[src/rtl/noc_merge_arb.sv]
`default_nettype none
// ============================================================================
//  Module   : noc_merge_arb
//  Brief    : Two-input round-robin flit merger for the NoC up-path.
//             Flits from port 0 and port 1 are merged into a single
//             registered output stream. Each output flit is tagged with
//             the index of the port that supplied it.
//             Optional grant statistics are enabled by defining the macro
//             MERGE_STATS_EN. This adds the stat_cnt0 and stat_cnt1
//             saturating counters.
//  Revision : 1.0 - initial release
// ============================================================================
module noc_merge_arb #(
   parameter int W     = 9,
   parameter int CNT_W = 16
) (
   input  logic             clk,
   input  logic             reset,
   input  logic             in0_valid,
   input  logic [W-1:0]     in0_data,
   output logic             in0_ready,
   input  logic             in1_valid,
   input  logic [W-1:0]     in1_data,
   output logic             in1_ready,
   output logic             out_valid,
   output logic [W-1:0]     out_data,
   output logic             out_sel,
   input  logic             out_ready
`ifdef MERGE_STATS_EN
   ,
   output logic [CNT_W-1:0] stat_cnt0,
   output logic [CNT_W-1:0] stat_cnt1
`endif
);

   // Elaboration-time sanity checks. The top four flit bits carry the address.
   if (W < 5) begin : g_bad_w
      $error("noc_merge_arb: W must be at least 5");
   end
   if (CNT_W < 1) begin : g_bad_cnt_w
      $error("noc_merge_arb: CNT_W must be at least 1");
   end

   // Output register and arbitration history.
   logic         out_valid_q, out_valid_d;
   logic [W-1:0] out_data_q,  out_data_d;
   logic         out_sel_q,   out_sel_d;
   logic         last_grant_q, last_grant_d;

   // Combinational arbitration signals.
   logic w_space;
   logic w_grant0;
   logic w_grant1;

   // The output slot can take a flit if it is empty or is draining this cycle.
   // Round-robin on a tie means the port that did not win last time wins now.
   // Ready is forced low while reset is high, so no flit is consumed and lost.
   always_comb begin
      w_space  = !out_valid_q || out_ready;
      w_grant0 = 1'b0;
      w_grant1 = 1'b0;
      if (!reset && w_space) begin
         if (in0_valid && in1_valid) begin
            w_grant0 = last_grant_q;
            w_grant1 = !last_grant_q;
         end else begin
            w_grant0 = in0_valid;
            w_grant1 = in1_valid;
         end
      end
   end

   assign in0_ready = w_grant0;
   assign in1_ready = w_grant1;

   // Next state of the output register. A grant loads the winner, even while
   // the old flit drains, so there is no bubble. Otherwise a drain empties the
   // slot and leaves the data and select fields untouched.
   always_comb begin
      out_valid_d  = out_valid_q;
      out_data_d   = out_data_q;
      out_sel_d    = out_sel_q;
      last_grant_d = last_grant_q;
      if (reset) begin
         out_valid_d  = 1'b0;
         out_data_d   = '0;
         out_sel_d    = 1'b0;
         last_grant_d = 1'b1;
      end else if (w_grant0) begin
         out_valid_d  = 1'b1;
         out_data_d   = in0_data;
         out_sel_d    = 1'b0;
         last_grant_d = 1'b0;
      end else if (w_grant1) begin
         out_valid_d  = 1'b1;
         out_data_d   = in1_data;
         out_sel_d    = 1'b1;
         last_grant_d = 1'b1;
      end else if (out_valid_q && out_ready) begin
         out_valid_d  = 1'b0;
      end
   end

   // State register. Reset is folded into the next-state logic above.
   always_ff @(posedge clk) begin
      out_valid_q  <= out_valid_d;
      out_data_q   <= out_data_d;
      out_sel_q    <= out_sel_d;
      last_grant_q <= last_grant_d;
   end

   assign out_valid = out_valid_q;
   assign out_data  = out_data_q;
   assign out_sel   = out_sel_q;

`ifdef MERGE_STATS_EN
   logic [CNT_W-1:0] cnt0_q, cnt0_d;
   logic [CNT_W-1:0] cnt1_q, cnt1_d;

   // Grant counters. Each counter sticks at all-ones instead of wrapping.
   always_comb begin
      cnt0_d = cnt0_q;
      cnt1_d = cnt1_q;
      if (reset) begin
         cnt0_d = '0;
         cnt1_d = '0;
      end else begin
         if (w_grant0 && (cnt0_q != {CNT_W{1'b1}})) begin
            cnt0_d = cnt0_q + 1'b1;
         end
         if (w_grant1 && (cnt1_q != {CNT_W{1'b1}})) begin
            cnt1_d = cnt1_q + 1'b1;
         end
      end
   end

   // Statistics counter registers.
   always_ff @(posedge clk) begin
      cnt0_q <= cnt0_d;
      cnt1_q <= cnt1_d;
   end

   assign stat_cnt0 = cnt0_q;
   assign stat_cnt1 = cnt1_q;
`endif

endmodule
`default_nettype wire

[config.mk]
export PLATFORM = sky130hd
export DESIGN_NAME = noc_merge_arb
export DESIGN_NICKNAME = d
export VERILOG_FILES = /design/src/rtl/noc_merge_arb.sv
export SDC_FILE = /design/constraint.sdc
export NUM_CORES = 1
export LEC_CHECK = 0
export CAP_MARGIN = 15
export CELL_PAD_IN_SITES_DETAIL_PLACEMENT = 0
export CELL_PAD_IN_SITES_GLOBAL_PLACEMENT = 1
export CORE_ASPECT_RATIO = 1.5
export CORE_MARGIN = 5
export CORE_UTILIZATION = 29
export DETAILED_ROUTE_END_ITERATION = 10
export GPL_ROUTABILITY_DRIVEN = 1
export PLACE_DENSITY_LB_ADDON = 0.1
export SYNTH_ARGS = -nofsm -noshare
export SYNTH_HDL_FRONTEND = slang
export SYNTH_SLANG_ARGS = --single-unit
[constraint.sdc]
create_clock -name clk -period 3.9 [get_ports clk]
set_clock_uncertainty 0.1 [all_clocks]
set_input_delay 0.39 -clock clk [delete_from_list [all_inputs] [get_ports clk]]
set_output_delay 0.39 -clock clk [all_outputs]
set_load 0.01 [all_outputs]
* Word level (Yosys, flattened, before mapping)
Cells that the tools add are included.
Storage, ports and cells: register bits 12, bits in latches 0, memory bits (writable) 0, ROM bits 0, bits of input ports 23, output and inout bits 13, logic and storage cells 25, memories 0
Operators by class: add/subtract/negate cells 0, multiply operators 0, div/mod/pow operators 0, magnitude comparators 0, eq/ne operators 0, shifts and indexed selects 0, multiplexer cells 11, bitwise logic cells 0, reductions and logical operators 10
Operators with widths (number):
- $mux 9 | 2
- $mux 1 | 9
- $logic_and 1x1->1 | 3
- $logic_not 1->1 | 3
- $reduce_bool 3->1 | 1
- $reduce_bool 2->1 | 1
- $reduce_or 2->1 | 1
- $logic_or 1x1->1 | 1

* Depth between registers and ports, before layout
depth after elaboration 6, gate-level depth with buffers 5, mapped depth without buffers 3

* Worst setup path after synthesis
Ideal clock, no wire load.
kind input to output, start point in reset, end point out in1_ready, arrival 1206 ps, required time 3410 ps, path slack 2204 ps, stages 4, buffers on the path 3, cells stage by stage clkbuf_1 buf_2 buf_1 nor2_1
On the way: cells in the longest elaborated chain, start to end 3
RTL lines:
- from (decl) | RTL line 18 | input logic reset,
- $logic_not 1->1 | RTL line 62 | if (!reset && w_space) begin
- $logic_and 1x1->1 | RTL line 62
- $mux 1 | RTL line 62
- to (decl) | RTL line 24 | output logic in1_ready,
Every way passes these cells.

* Worst setup path in the final report
start point in in0_valid, end point out in0_ready
On the way: cells in the longest elaborated chain, start to end 3
RTL lines:
- from (decl) | RTL line 19 | input logic in0_valid,
- $logic_and 1x1->1 | RTL line 63 | if (in0_valid && in1_valid) begin
- $mux 1 (*) | RTL line 63
- $mux 1 (*) | RTL line 62
- to (decl) | RTL line 21 | output logic in0_ready,
Every way passes the cells marked *; elsewhere a longest branch is shown, timed or not.

==> results.sh <==
export IMPL_outcome="completed"
export IMPL_drive_gt1_share_pct=6.14
export IMPL_htreeDepth=1
export IMPL_layout_common_cells="clkdlybuf4s50_1, dfxtp_1, nand2_1"
export IMPL_seq_area_um2=240
export IMPL_reg2reg_slack_ns=2.30
export IMPL_viasPerCell=5.76
export IMPL_antenna_found_initial=0
export IMPL_cp_end_kind="output pin"
export IMPL_clk_pin_slew_ns=0.08
export IMPL_cp_max_fo=13
export IMPL_drc_errors=0
export IMPL_holdBufCountCts=0
export IMPL_cts_buffers=3
export IMPL_start_kind="input pin"
export IMPL_cts_num_sinks=12
export IMPL_min_period_over_period_pct=71.4
export IMPL_tns_ns=0
export IMPL_port_buffer_count=35
export IMPL_path_cells="clkdlybuf4s50_1 -> inv_1 -> nor4_1 -> clkdlybuf4s50_1"
export IMPL_synth_top_area_share_pct=33.3
export IMPL_start_util_pct=29.8
export IMPL_min_path_type="reg -> reg"
export IMPL_busiest_layer="met2"
export IMPL_syn_area_um2=722
export IMPL_clock_root_buffer="clkbuf_4"
export IMPL_maxCapViolations=0
export IMPL_num_nets_final=139
export IMPL_arrival_ns=2.29
export IMPL_yosys_area_top_type="dfxtp_1"
export IMPL_gr_usage_met1_pct=15.8
export IMPL_syn_inst=87
export IMPL_holdPathEnd="out_sel"
export IMPL_yosysUniqueCellTypes=22
export IMPL_grt_pass1_wl_mm=3.56
export IMPL_use_met3_pct=2.53
export IMPL_final_area_um2=1070
export IMPL_crit_type="in -> out"
export IMPL_final_max_slew_viol_count=0
export IMPL_synth_seq_cells=12
export IMPL_rsz0062_at_grt="no"
export IMPL_relSlewSlack_pct=69.5
export IMPL_fillCellCount=260
export IMPL_synth_fp_nets=110
export IMPL_grt_max_degree=22
export IMPL_dieArea_um2=3610
export IMPL_r2r_end="out_data[4]"
export IMPL_dp_final_hpwl_mm=1.54
export IMPL_gp_congestion=0.744
export IMPL_fmax_mhz=359
export IMPL_die_y_um=71.1
export IMPL_yosys_warnings=0
export IMPL_diodes=0
export IMPL_ant_nets=0
export IMPL_final_setup_viol_count=0
export IMPL_power_density_nw_per_um2=294
export IMPL_tightest_slew_ns=0.457
export IMPL_core_area_um2=2420
export IMPL_grt_use_met2_pct=19.3
export IMPL_pin_count=36
export IMPL_hold_start="out_sel"
export IMPL_ir_drop_mv=0.126
export IMPL_hold_depth=2
export IMPL_cts_resized=0
export IMPL_hold_violations=0
export IMPL_multi_input_area_um2=408
export IMPL_cp_slowest_cell="clkdlybuf4s50_1"
export IMPL_grtUsageTotal_pct=12.2
export IMPL_wl_mm=2.23
export IMPL_avgSynthCellArea_um2=8.30
export IMPL_final_common_cell="clkdlybuf4s50_1"
export IMPL_yosysSeqAreaShare_pct=33.3
export IMPL_grt_pass1_vias=734
export IMPL_rows=22
export IMPL_post_cts_buffers=0
export IMPL_cp_slowest_stage_delay_ns=0.72
export IMPL_area_growth_pct=48.7
export IMPL_rr_startpoint="out_valid"
export IMPL_wl_per_cell_um=16.1
export IMPL_post_dp_cell_area_um2=1050
export IMPL_vias=795
export IMPL_gr_total_overflow=0
export IMPL_clockBufferDepth=2
export IMPL_period_needed_ns=2.78
export IMPL_dieWidth_um=50.7
export IMPL_synthTopCellsByArea="dfxtp_1, a311oi_1, o41ai_1"
export IMPL_worst_r2r_path_depth=3
export IMPL_cp_common_cell="clkdlybuf4s50_1"
export IMPL_clock_latency_ns=0.26
export IMPL_leakage_nw=0.367
export IMPL_cts_tree="built"
export IMPL_drtPass1Iterations=4
export IMPL_drt_iter0_markers=44
export IMPL_worst_endpoint_required_ns=3.41
## stage by stage
step | std cells | util, % | total power (W) | hold WS (ns) | setup WS (ns)
floorplan | 87 | - | 0.000189 | 0.399 | 2.20
global placement | 135 | 43.4 | 0.000239 | 0.420 | 1.15
detailed placement | 135 | 43.4 | 0.000239 | 0.401 | 1.08
CTS | 138 | 44.3 | 0.000318 | 0.412 | 1.07
global route | 138 | 44.3 | 0.000332 | 0.440 | 0.933
finish | 138 | 44.3 | 0.000316 | 0.403 | 1.12
## Yosys cell counts
master and instances:
nand2_1 10, nand3_1 1, a311oi_1 9, buf_6 2, and3_1 2, or4_1 9
dfxtp_1 12, o21a_1 1, buf_1 2, or2_2 1, inv_1 2, o41ai_1 9
nor2_1 1, nor2b_4 1, a21oi_1 2, nor2b_1 1, or2b_1 1, clkbuf_1 7
a31oi_1 9, buf_2 2, nor4_1 1, o21ai_0 2
## worst max-delay path by stage
stage	startpoint	end	slack [ns]	cells past startpoint
final	in0_valid	in0_ready	1.12	4
after global routing	in0_valid	in0_ready	0.93	4
after CTS	in0_valid	in0_ready	1.07	4
after detailed placement	in0_valid	in0_ready	1.08	4
after global placement	in0_valid	in0_ready	1.15	4
after floorplan	reset	in1_ready	2.20	4
## state kept, by name (all words and copies together) (netlist names)
register,flops
last_grant_q,1
out_sel,1
out_data,9
out_valid,1
## power by group
group | internal (W) | switching, W
Sequential | 0.000133 | 0.00000526
Clock | 0.0000357 | 0.0000446
Combinational | 0.0000545 | 0.0000432
Total | 0.000223 | 0.0000930
## area by class of cell
| class | instances | area share [%] |
|---|---|---|
| clock buffer | 3 | 2.10 |
| inverter | 2 | 0.699 |
| multi-input combinational | 60 | 38.0 |
| sequential | 12 | 22.4 |
| tap | 24 | 2.80 |
| timing repair buffer | 37 | 34.0 |
## routing by layer
layer / share of wire (%) / wire (µm) / vias up
met2: 46 / 1030 / 31
met4: 0.94 / 21 / 0
met5: 0 / 0 / -
li1: - / - / 406
met3: 8.1 / 181 / 2
met1: 44 / 990 / 356
## cells by family after synthesis
kind of cell / after synthesis / share of synthesized area [%]
AND/OR/NAND/NOR: 28 / 23.1
AO/OA/AOI/OAI: 32 / 33.5
flip-flops: 12 / 33.3
buffers and inverters: 15 / 10.2
## worst max-delay path: cells and delay by family
family,cells,cell delay (ns)
buffers and inverters,3,1.58
AND/OR/NAND/NOR,1,0.33
No activity file was read; power rests on OpenSTA's default activity.
